<file path="config.mk">
export PLATFORM = sky130hd
export DESIGN_NAME = alu_issue_ctrl
export DESIGN_NICKNAME = d
export VERILOG_FILES = /design/src/rtl/alu_ctrl_pkg.sv /design/src/rtl/alu_regfile.sv /design/src/rtl/alu_issue_ctrl.sv
export SDC_FILE = /design/constraint.sdc
export NUM_CORES = 2
export LEC_CHECK = 0
export CAP_MARGIN = 0
export CELL_PAD_IN_SITES_DETAIL_PLACEMENT = 0
export CELL_PAD_IN_SITES_GLOBAL_PLACEMENT = 1
export CORE_MARGIN = 2
export CORE_UTILIZATION = 55
export CTS_CLUSTER_DIAMETER = 120
export DETAILED_ROUTE_END_ITERATION = 12
export PLACE_DENSITY_LB_ADDON = 0.1
export SYNTH_ARGS = -nofsm -noshare
export SYNTH_HDL_FRONTEND = slang
export SYNTH_HIERARCHICAL = 1
export SYNTH_SLANG_ARGS = --single-unit
export TNS_END_PERCENT = 50
</file>
<file path="constraint.sdc">
create_clock -name clk -period 5.6 [get_ports clk]
set_input_delay 0.56 -clock clk [delete_from_list [all_inputs] [get_ports clk]]
set_output_delay 0.56 -clock clk [all_outputs]
set_load 0.01 [all_outputs]
</file>
<file path="src/rtl/alu_ctrl_pkg.sv">
// Shared encodings for the ALU issue controller: MIPS opcode/funct values,
// FSM state encoding, flag bit positions and the instruction decoder.
package alu_ctrl_pkg;

  localparam logic [5:0] OP_RTYPE = 6'h00;
  localparam logic [5:0] OP_BEQ   = 6'h04;
  localparam logic [5:0] OP_BNE   = 6'h05;
  localparam logic [5:0] OP_ADDI  = 6'h08;
  localparam logic [5:0] OP_ADDIU = 6'h09;
  localparam logic [5:0] OP_SLTI  = 6'h0A;
  localparam logic [5:0] OP_SLTIU = 6'h0B;
  localparam logic [5:0] OP_ANDI  = 6'h0C;
  localparam logic [5:0] OP_ORI   = 6'h0D;
  localparam logic [5:0] OP_XORI  = 6'h0E;
  localparam logic [5:0] OP_LW    = 6'h23;
  localparam logic [5:0] OP_SW    = 6'h2B;

  localparam logic [5:0] F_SLL  = 6'h00;
  localparam logic [5:0] F_SRL  = 6'h02;
  localparam logic [5:0] F_SRA  = 6'h03;
  localparam logic [5:0] F_ADD  = 6'h20;
  localparam logic [5:0] F_ADDU = 6'h21;
  localparam logic [5:0] F_SUB  = 6'h22;
  localparam logic [5:0] F_SUBU = 6'h23;
  localparam logic [5:0] F_AND  = 6'h24;
  localparam logic [5:0] F_OR   = 6'h25;
  localparam logic [5:0] F_XOR  = 6'h26;
  localparam logic [5:0] F_NOR  = 6'h27;
  localparam logic [5:0] F_SLT  = 6'h2A;
  localparam logic [5:0] F_SLTU = 6'h2B;

  localparam logic [1:0] S_IDLE = 2'd0;
  localparam logic [1:0] S_OPR  = 2'd1;
  localparam logic [1:0] S_EXE  = 2'd2;

  localparam int FLG_ZERO = 2;
  localparam int FLG_NEG  = 1;
  localparam int FLG_OVF  = 0;

  typedef struct packed {
    logic       wr;       // instruction writes a GPR
    logic [4:0] waddr;
    logic       ovf_chk;  // trapping arithmetic: overflow suppresses the write
    logic       br;
    logic       br_ne;
    logic       mem;
  } dec_t;

  function automatic dec_t decode(input logic [31:0] instr);
    dec_t d;
    d = '0;
    case (instr[31:26])
      OP_RTYPE: begin
        d.waddr = instr[15:11];
        case (instr[5:0])
          F_ADD, F_SUB: begin
            d.wr      = 1'b1;
            d.ovf_chk = 1'b1;
          end
          F_ADDU, F_SUBU, F_AND, F_OR, F_XOR, F_NOR,
          F_SLT, F_SLTU, F_SLL, F_SRL, F_SRA: d.wr = 1'b1;
          default: ;
        endcase
      end
      OP_ADDI: begin
        d.wr      = 1'b1;
        d.ovf_chk = 1'b1;
        d.waddr   = instr[20:16];
      end
      OP_ADDIU, OP_SLTI, OP_SLTIU, OP_ANDI, OP_ORI, OP_XORI: begin
        d.wr    = 1'b1;
        d.waddr = instr[20:16];
      end
      OP_BEQ: d.br = 1'b1;
      OP_BNE: begin
        d.br    = 1'b1;
        d.br_ne = 1'b1;
      end
      OP_LW, OP_SW: d.mem = 1'b1;
      default: ;
    endcase
    return d;
  endfunction

endpackage

</file>
<file path="src/rtl/alu_regfile.sv">
// General-purpose register file: two async operand reads, one async debug read,
// one synchronous write port. r0 is hard-wired to zero.
module alu_regfile #(
  parameter int NREG = 32,
  parameter int AW   = $clog2(NREG)
) (
  input  logic          clk,
  input  logic          rst_n,
  input  logic          we_i,
  input  logic [AW-1:0] waddr_i,
  input  logic [31:0]   wdata_i,
  input  logic [AW-1:0] raddr_a_i,
  output logic [31:0]   rdata_a_o,
  input  logic [AW-1:0] raddr_b_i,
  output logic [31:0]   rdata_b_o,
  input  logic [AW-1:0] dbg_addr_i,
  output logic [31:0]   dbg_data_o
);

  logic [31:0] mem_q [NREG];

  // NOTE: the array is built from flops with an async reset so every GPR reads 0
  // after reset; a RAM macro could not be cleared this way.
  always_ff @(posedge clk or negedge rst_n) begin
    if (!rst_n) begin
      for (int i = 0; i < NREG; i++) mem_q[i] <= '0;
    end else if (we_i && (waddr_i != '0)) begin
      mem_q[waddr_i] <= wdata_i;
    end
  end

  assign rdata_a_o  = (raddr_a_i  == '0) ? '0 : mem_q[raddr_a_i];
  assign rdata_b_o  = (raddr_b_i  == '0) ? '0 : mem_q[raddr_b_i];
  assign dbg_data_o = (dbg_addr_i == '0) ? '0 : mem_q[dbg_addr_i];

endmodule

</file>
<file path="src/rtl/alu_issue_ctrl.sv">
// Issues one MIPS instruction at a time to an external combinational ALU and
// retires its result as a register write, branch outcome or memory address.
module alu_issue_ctrl
  import alu_ctrl_pkg::*;
#(
  parameter int          NREG   = 32,
  parameter logic [31:0] RST_PC = '0
) (
  input  logic        clk,
  input  logic        rst_n,
  input  logic        in_valid,
  output logic        in_ready,
  input  logic [31:0] in_instr,
  output logic [31:0] alu_instr,
  output logic [31:0] alu_regA,
  output logic [31:0] alu_regB,
  input  logic [31:0] alu_result,
  input  logic [2:0]  alu_flags,
  output logic        wb_valid,
  output logic [4:0]  wb_addr,
  output logic [31:0] wb_data,
  output logic        br_valid,
  output logic        br_taken,
  output logic        mem_valid,
  output logic [31:0] mem_addr,
  output logic        ovf_err,
  output logic [2:0]  flags_q,
  input  logic        cfg_we,
  input  logic [4:0]  cfg_addr,
  input  logic [31:0] cfg_data,
  input  logic [4:0]  dbg_addr,
  output logic [31:0] dbg_data
);

  localparam int AW = $clog2(NREG);

  if (RST_PC != '0) begin : g_rst_pc_chk
    $error("alu_issue_ctrl: RST_PC is unused and must stay 0");
  end

  logic [1:0]  state_q, state_d;
  logic [31:0] instr_q;
  logic [31:0] alu_instr_q, alu_rega_q, alu_regb_q;
  logic        wb_valid_q, wb_valid_d;
  logic [4:0]  wb_addr_q;
  logic [31:0] wb_data_q;
  logic        br_valid_q, br_valid_d, br_taken_q, br_taken_d;
  logic        mem_valid_q, mem_valid_d;
  logic [31:0] mem_addr_q;
  logic        ovf_err_q, ovf_err_d;
  dec_t        dec;
  logic        exe;

  logic          rf_we;
  logic [AW-1:0] rf_waddr;
  logic [31:0]   rf_wdata, rf_rdata_a, rf_rdata_b;

  assign in_ready = (state_q == S_IDLE) & ~cfg_we;

  // NOTE: every signal written here gets a default first, so no latch is inferred
  // for the paths that do not assign it.
  always_comb begin
    state_d     = state_q;
    dec         = decode(alu_instr_q);
    exe         = (state_q == S_EXE);
    ovf_err_d   = exe & dec.ovf_chk & alu_flags[FLG_OVF];
    wb_valid_d  = exe & dec.wr & ~ovf_err_d & (dec.waddr != '0);
    br_valid_d  = exe & dec.br;
    br_taken_d  = dec.br_ne ? ~alu_flags[FLG_ZERO] : alu_flags[FLG_ZERO];
    mem_valid_d = exe & dec.mem;
    case (state_q)
      S_IDLE:  if (in_valid && in_ready) state_d = S_OPR;
      S_OPR:   state_d = S_EXE;
      S_EXE:   state_d = S_IDLE;
      default: state_d = S_IDLE;
    endcase
  end

  // NOTE: state is updated with non-blocking assignments so all flops sample
  // the pre-edge values regardless of statement order.
  always_ff @(posedge clk or negedge rst_n) begin
    if (!rst_n) begin
      state_q     <= S_IDLE;
      instr_q     <= '0;
      alu_instr_q <= '0;
      alu_rega_q  <= '0;
      alu_regb_q  <= '0;
      wb_valid_q  <= 1'b0;
      wb_addr_q   <= '0;
      wb_data_q   <= '0;
      br_valid_q  <= 1'b0;
      br_taken_q  <= 1'b0;
      mem_valid_q <= 1'b0;
      mem_addr_q  <= '0;
      ovf_err_q   <= 1'b0;
      flags_q     <= '0;
    end else begin
      state_q     <= state_d;
      wb_valid_q  <= wb_valid_d;
      br_valid_q  <= br_valid_d;
      mem_valid_q <= mem_valid_d;
      ovf_err_q   <= ovf_err_d;
      if (in_valid && in_ready) instr_q <= in_instr;
      if (state_q == S_OPR) begin
        alu_instr_q <= instr_q;
        alu_rega_q  <= rf_rdata_a;
        alu_regb_q  <= rf_rdata_b;
      end
      if (exe) flags_q <= alu_flags;
      if (wb_valid_d) begin
        wb_addr_q <= dec.waddr;
        wb_data_q <= alu_result;
      end
      if (br_valid_d)  br_taken_q <= br_taken_d;
      if (mem_valid_d) mem_addr_q <= alu_result;
    end
  end

  // The GPR write lands on the edge that ends the wb_valid cycle, still ahead of
  // the next instruction's operand read. A cfg write colliding with it is dropped.
  assign rf_we    = wb_valid_q | (cfg_we & (state_q == S_IDLE));
  assign rf_waddr = wb_valid_q ? wb_addr_q[AW-1:0] : cfg_addr[AW-1:0];
  assign rf_wdata = wb_valid_q ? wb_data_q : cfg_data;

  alu_regfile #(.NREG(NREG), .AW(AW)) u_regfile (
    .clk        (clk),
    .rst_n      (rst_n),
    .we_i       (rf_we),
    .waddr_i    (rf_waddr),
    .wdata_i    (rf_wdata),
    .raddr_a_i  (instr_q[21 +: AW]),
    .rdata_a_o  (rf_rdata_a),
    .raddr_b_i  (instr_q[16 +: AW]),
    .rdata_b_o  (rf_rdata_b),
    .dbg_addr_i (dbg_addr[AW-1:0]),
    .dbg_data_o (dbg_data)
  );

  assign alu_instr = alu_instr_q;
  assign alu_regA  = alu_rega_q;
  assign alu_regB  = alu_regb_q;
  assign wb_valid  = wb_valid_q;
  assign wb_addr   = wb_addr_q;
  assign wb_data   = wb_data_q;
  assign br_valid  = br_valid_q;
  assign br_taken  = br_taken_q;
  assign mem_valid = mem_valid_q;
  assign mem_addr  = mem_addr_q;
  assign ovf_err   = ovf_err_q;

endmodule
</file>
==> summary.txt <==
Cells and area
  – Commonest non-fill, non-tap cell in the layout: dfrtp_1
  – Fill count: around 9500
  – Final core occ: a little over three fifths
  – Area of the multi-input gates: about 38000 µm²
  – Final non-filler cell total: 6800
  – Seq. cell area: around 30000 µm²
  – Area grow syn2layout: 13.77%
  – Share of post-route cells with drive strength above 1: a little under half
  – Final #Nets: approximately 5000
  – Most frequent cells in the layout: dfrtp_1 (1222), mux2_2 (1163), mux4_2 (678)

Synthesis
  – Mapped Area: around 71000 µm²
  – Post-Syn Instances: slightly below 5000
  – Synth top area share: a little over two fifths
  – Post-synthesis register bit count: approximately 1200
  – Leading area contributor after synthesis: dfrtp_1
  – Top post-synthesis cells by area: dfrtp_1 (44%), mux4_2 (22%), mux2_2 (18%)
  – Asr flop ratio synth: 100.0%
  – Post-synth EDFFs: 0
  – Syn_nets: between 5000 and 6000
  – Post-synthesis sequential area ratio: approximately 44%
  – Warnings from Yosys: 6
  – Ys flop type: dfrtp_1
  – Distinct cells, synth: just under 60
  – Synth Area per Inst: between 10 and 15 µm²

Routing
  – DR iter-0 viols: roughly 6300
  – DRT Pass-1 Iters: 6
  – Average wire per standard cell: roughly 36 µm
  – Via density: 7.259
  – Routed Antenna Nets: 0
  – Via count: ~49000
  – Final wirelength: approximately 250000 µm
  – # DRC: 0

Pwr
  – Cell area power density: about 430 nW/µm²
  – VDD IR max: around 0.00035 V
  – Pleak: about 0.035 µW

Setup path
  – Worst Path Max Fanout: 11
  – R2r setup slk: between 1.5 and 2 ns
  – CP Capture Point: dbg_data[6]
  – Critical Path AT: 5.05 ns
  – RR Startpoint: wb_valid$_DFF_PN0_
  – Worst R2R End: u_regfile/mem_q[185]$_DFFE_PN0P_
  – Req. time, crit path: between 5 and 6 ns
  – FF-to-FF path depth: 5
  – Crit path capture type: output pin
  – Setup crit start kind: input pin
  – Kind of critical path: input pin to output pin
  – CP Launch Point: dbg_addr[3]

STA
  – Worst hold slack: 0.3043 ns
  – RSZ-0062 raised after global routing: false
  – Fmax: ~180 MHz
  – Max-slew violations: 0
  – Period utilisation layout: 100.3%
  – Clock Skews: about 0.023 ns
  – Endpoints failing hold: 0
  – Relative slew slack: 6.615%
  – Worst-Margin Slew: 1.365 ns
  – Final setup viols: 1
  – Minimum clock period: about 5.6 ns
  – Setup ws final: -0.01436 ns

Global route
  – All-Layer GR Usage: a little under two fifths
  – Vias in the first global route: approximately 50000
  – Largest net degree at the start of global routing: 152
  – Overflow after GRT: 0
  – First-pass GRT wire length: between 300000 and 400000 µm
  – Initial antenna violation count: 6

Clock network
  – Clk root buf: clkbuf_16
  – Clock tree buffer depth: 3
  – Total CTS buffers: approximately 140
  – CTS H-tree lvls: 4
  – Clock Pin Slew Worst Setup and Hold Paths: roughly 0.060 ns
  – # clock sinks: 1231
  – CTS tree: yes
  – Worst skew pair latency: 0.79 ns
  – Setup bufs post-CTS: 0

Placed design
  – Post-Place Cells: ~6500
  – Port Buf Inserts: between 300 and 400
  – Pre-CTS WS: -0.06254 ns
  – DP HPWL: approximately 150000 µm
  – Final GP Congestion: 0.8800

Floorplanning
  – FP Rows: around 130
  – Initial Util: between 50% and 60%
  – Die W: roughly 360 µm
  – Die ar.: between 100000 and 150000 µm²
  – Die extent in y: roughly 360 µm
  – Core area: roughly 130000 µm²
  – # IOs: around 320

Hold path
  – Hold WC Path Type: input pin to asynchronous set/reset pin

Run
  – Max Cap Viol: 0

Run status
  – Violated checks: negative setup slack
  – Status: finished with violations
==> cells in the mapped netlist (2+ instances only) <==
cell type,instances
dfrtp_1,1231
mux2_2,1163
mux4_2,678
nand2_1,322
clkbuf_1,293
mux2i_1,286
buf_2,123
o22ai_1,93
a22oi_1,81
buf_1,77
nor3_1,69
a211oi_1,57
a22o_1,53
nor2b_1,52
a21oi_1,43
buf_4,42
a2111oi_0,29
mux2_4,29
nor4_1,26
nor2_1,25
o221ai_1,25
and2_1,21
nand2b_1,14
o32ai_1,14
buf_6,11
a32o_1,8
a21o_1,6
a221oi_1,5
nand3_1,5
nand3b_1,5
and3_1,4
nor3b_1,4
buf_12,3
inv_1,3
o21ai_0,3
or2_2,3
or3b_2,3
and3b_1,2
clkinv_1,2
nor4_2,2
==> worst min-delay path by stage <==
stage | from | end | slack, ns | cells after the start
after floorplan | rst_n | alu_instr[0]$_DFFE_PN0N_ | 0.26 | 0
after global placement | u_regfile/mem_q[1003]$_DFFE_PN0P_ | u_regfile/mem_q[1003]$_DFFE_PN0P_ | 0.40 | 0
after detailed placement | u_regfile/mem_q[994]$_DFFE_PN0P_ | u_regfile/mem_q[994]$_DFFE_PN0P_ | 0.41 | 0
after CTS | in_instr[6] | instr_q[6]$_DFFE_PN0P_ | 0.35 | 2
after global routing | rst_n | instr_q[9]$_DFFE_PN0P_ | 0.36 | 2
final | rst_n | instr_q[9]$_DFFE_PN0P_ | 0.30 | 2
==> cells by family after synthesis <==
| group | after synthesis | synth area share [%] |
|---|---|---|
| AOI/OAI and AO/OA | 425 | 4.461 |
| xor gates and xnor gates | 1 | 0.01237 |
| buffers and inverters | 557 | 3.588 |
| DFF | 1231 | 43.51 |
| muxes | 2157 | 44.74 |
| and+or+nand+nor | 563 | 3.688 |
==> sequential cells by signal, summed over array words and instances (netlist names) <==
register,cells
alu_regB,32
alu_instr,32
alu_regA,32
wb_valid,1
br_taken,1
wb_data,32
state_q,2
u_regfile/mem_q,1024
wb_addr,5
br_valid,1
ovf_err,1
mem_addr,32
instr_q,32
flags_q,3
mem_valid,1
==> repair_timing <==
action,in CTS,in global routing
setup endpoints to repair,1,0
hold buffers,1,0
gates resized for setup,1,0
hold endpoints to repair,97,0
==> final cells by class <==
type                    instances  area share, %
diodes                          2       0.006213
clock buffers                 215          5.493
clock inverters                47         0.6850
inverters                       7        0.04194
multi-input cells            3146          46.82
flip-flops and latches       1231          38.28
well taps                    1662          2.582
repair buffers                490          6.092
==> where the power goes <==
part           internal [µW]  switching (µW)  leakage (µW)
Clock                   5960            3910       0.00244
Sequential             11000            2280        0.0161
Combinational           6220            5090        0.0162
==> metal layers <==
layer	global-route usage, %	vias to the layer above	wire [µm]
met2	56.83	2983	111100
met1	53.38	26340	98100
met3	10.50	634	27650
met4	14.63	6	10960
met5	0	-	36
li1	-	19400	-
==> through the flow <==
step           TNS [ns]  cell area (µm²)  power, µW
2_1_floorplan         0            70800      20070
3_3_place_gp   -0.03878            75550      24240
3_5_place_dp   -0.06254            75550      24440
4_1_cts               0            80540      34350
5_1_grt               0            80540      35770
6_report       -0.01436            80550      34460
==> critical path: stages <==
cell and delay [ns]:
clkdlybuf4s50_1 0.89, nand3b_1 1.11, buf_4 0.52, o221ai_1 0.21, a211oi_1 0.09, nor3_1 0.92, clkdlybuf4s50_1 0.72
(Power assumes the default switching activity.)
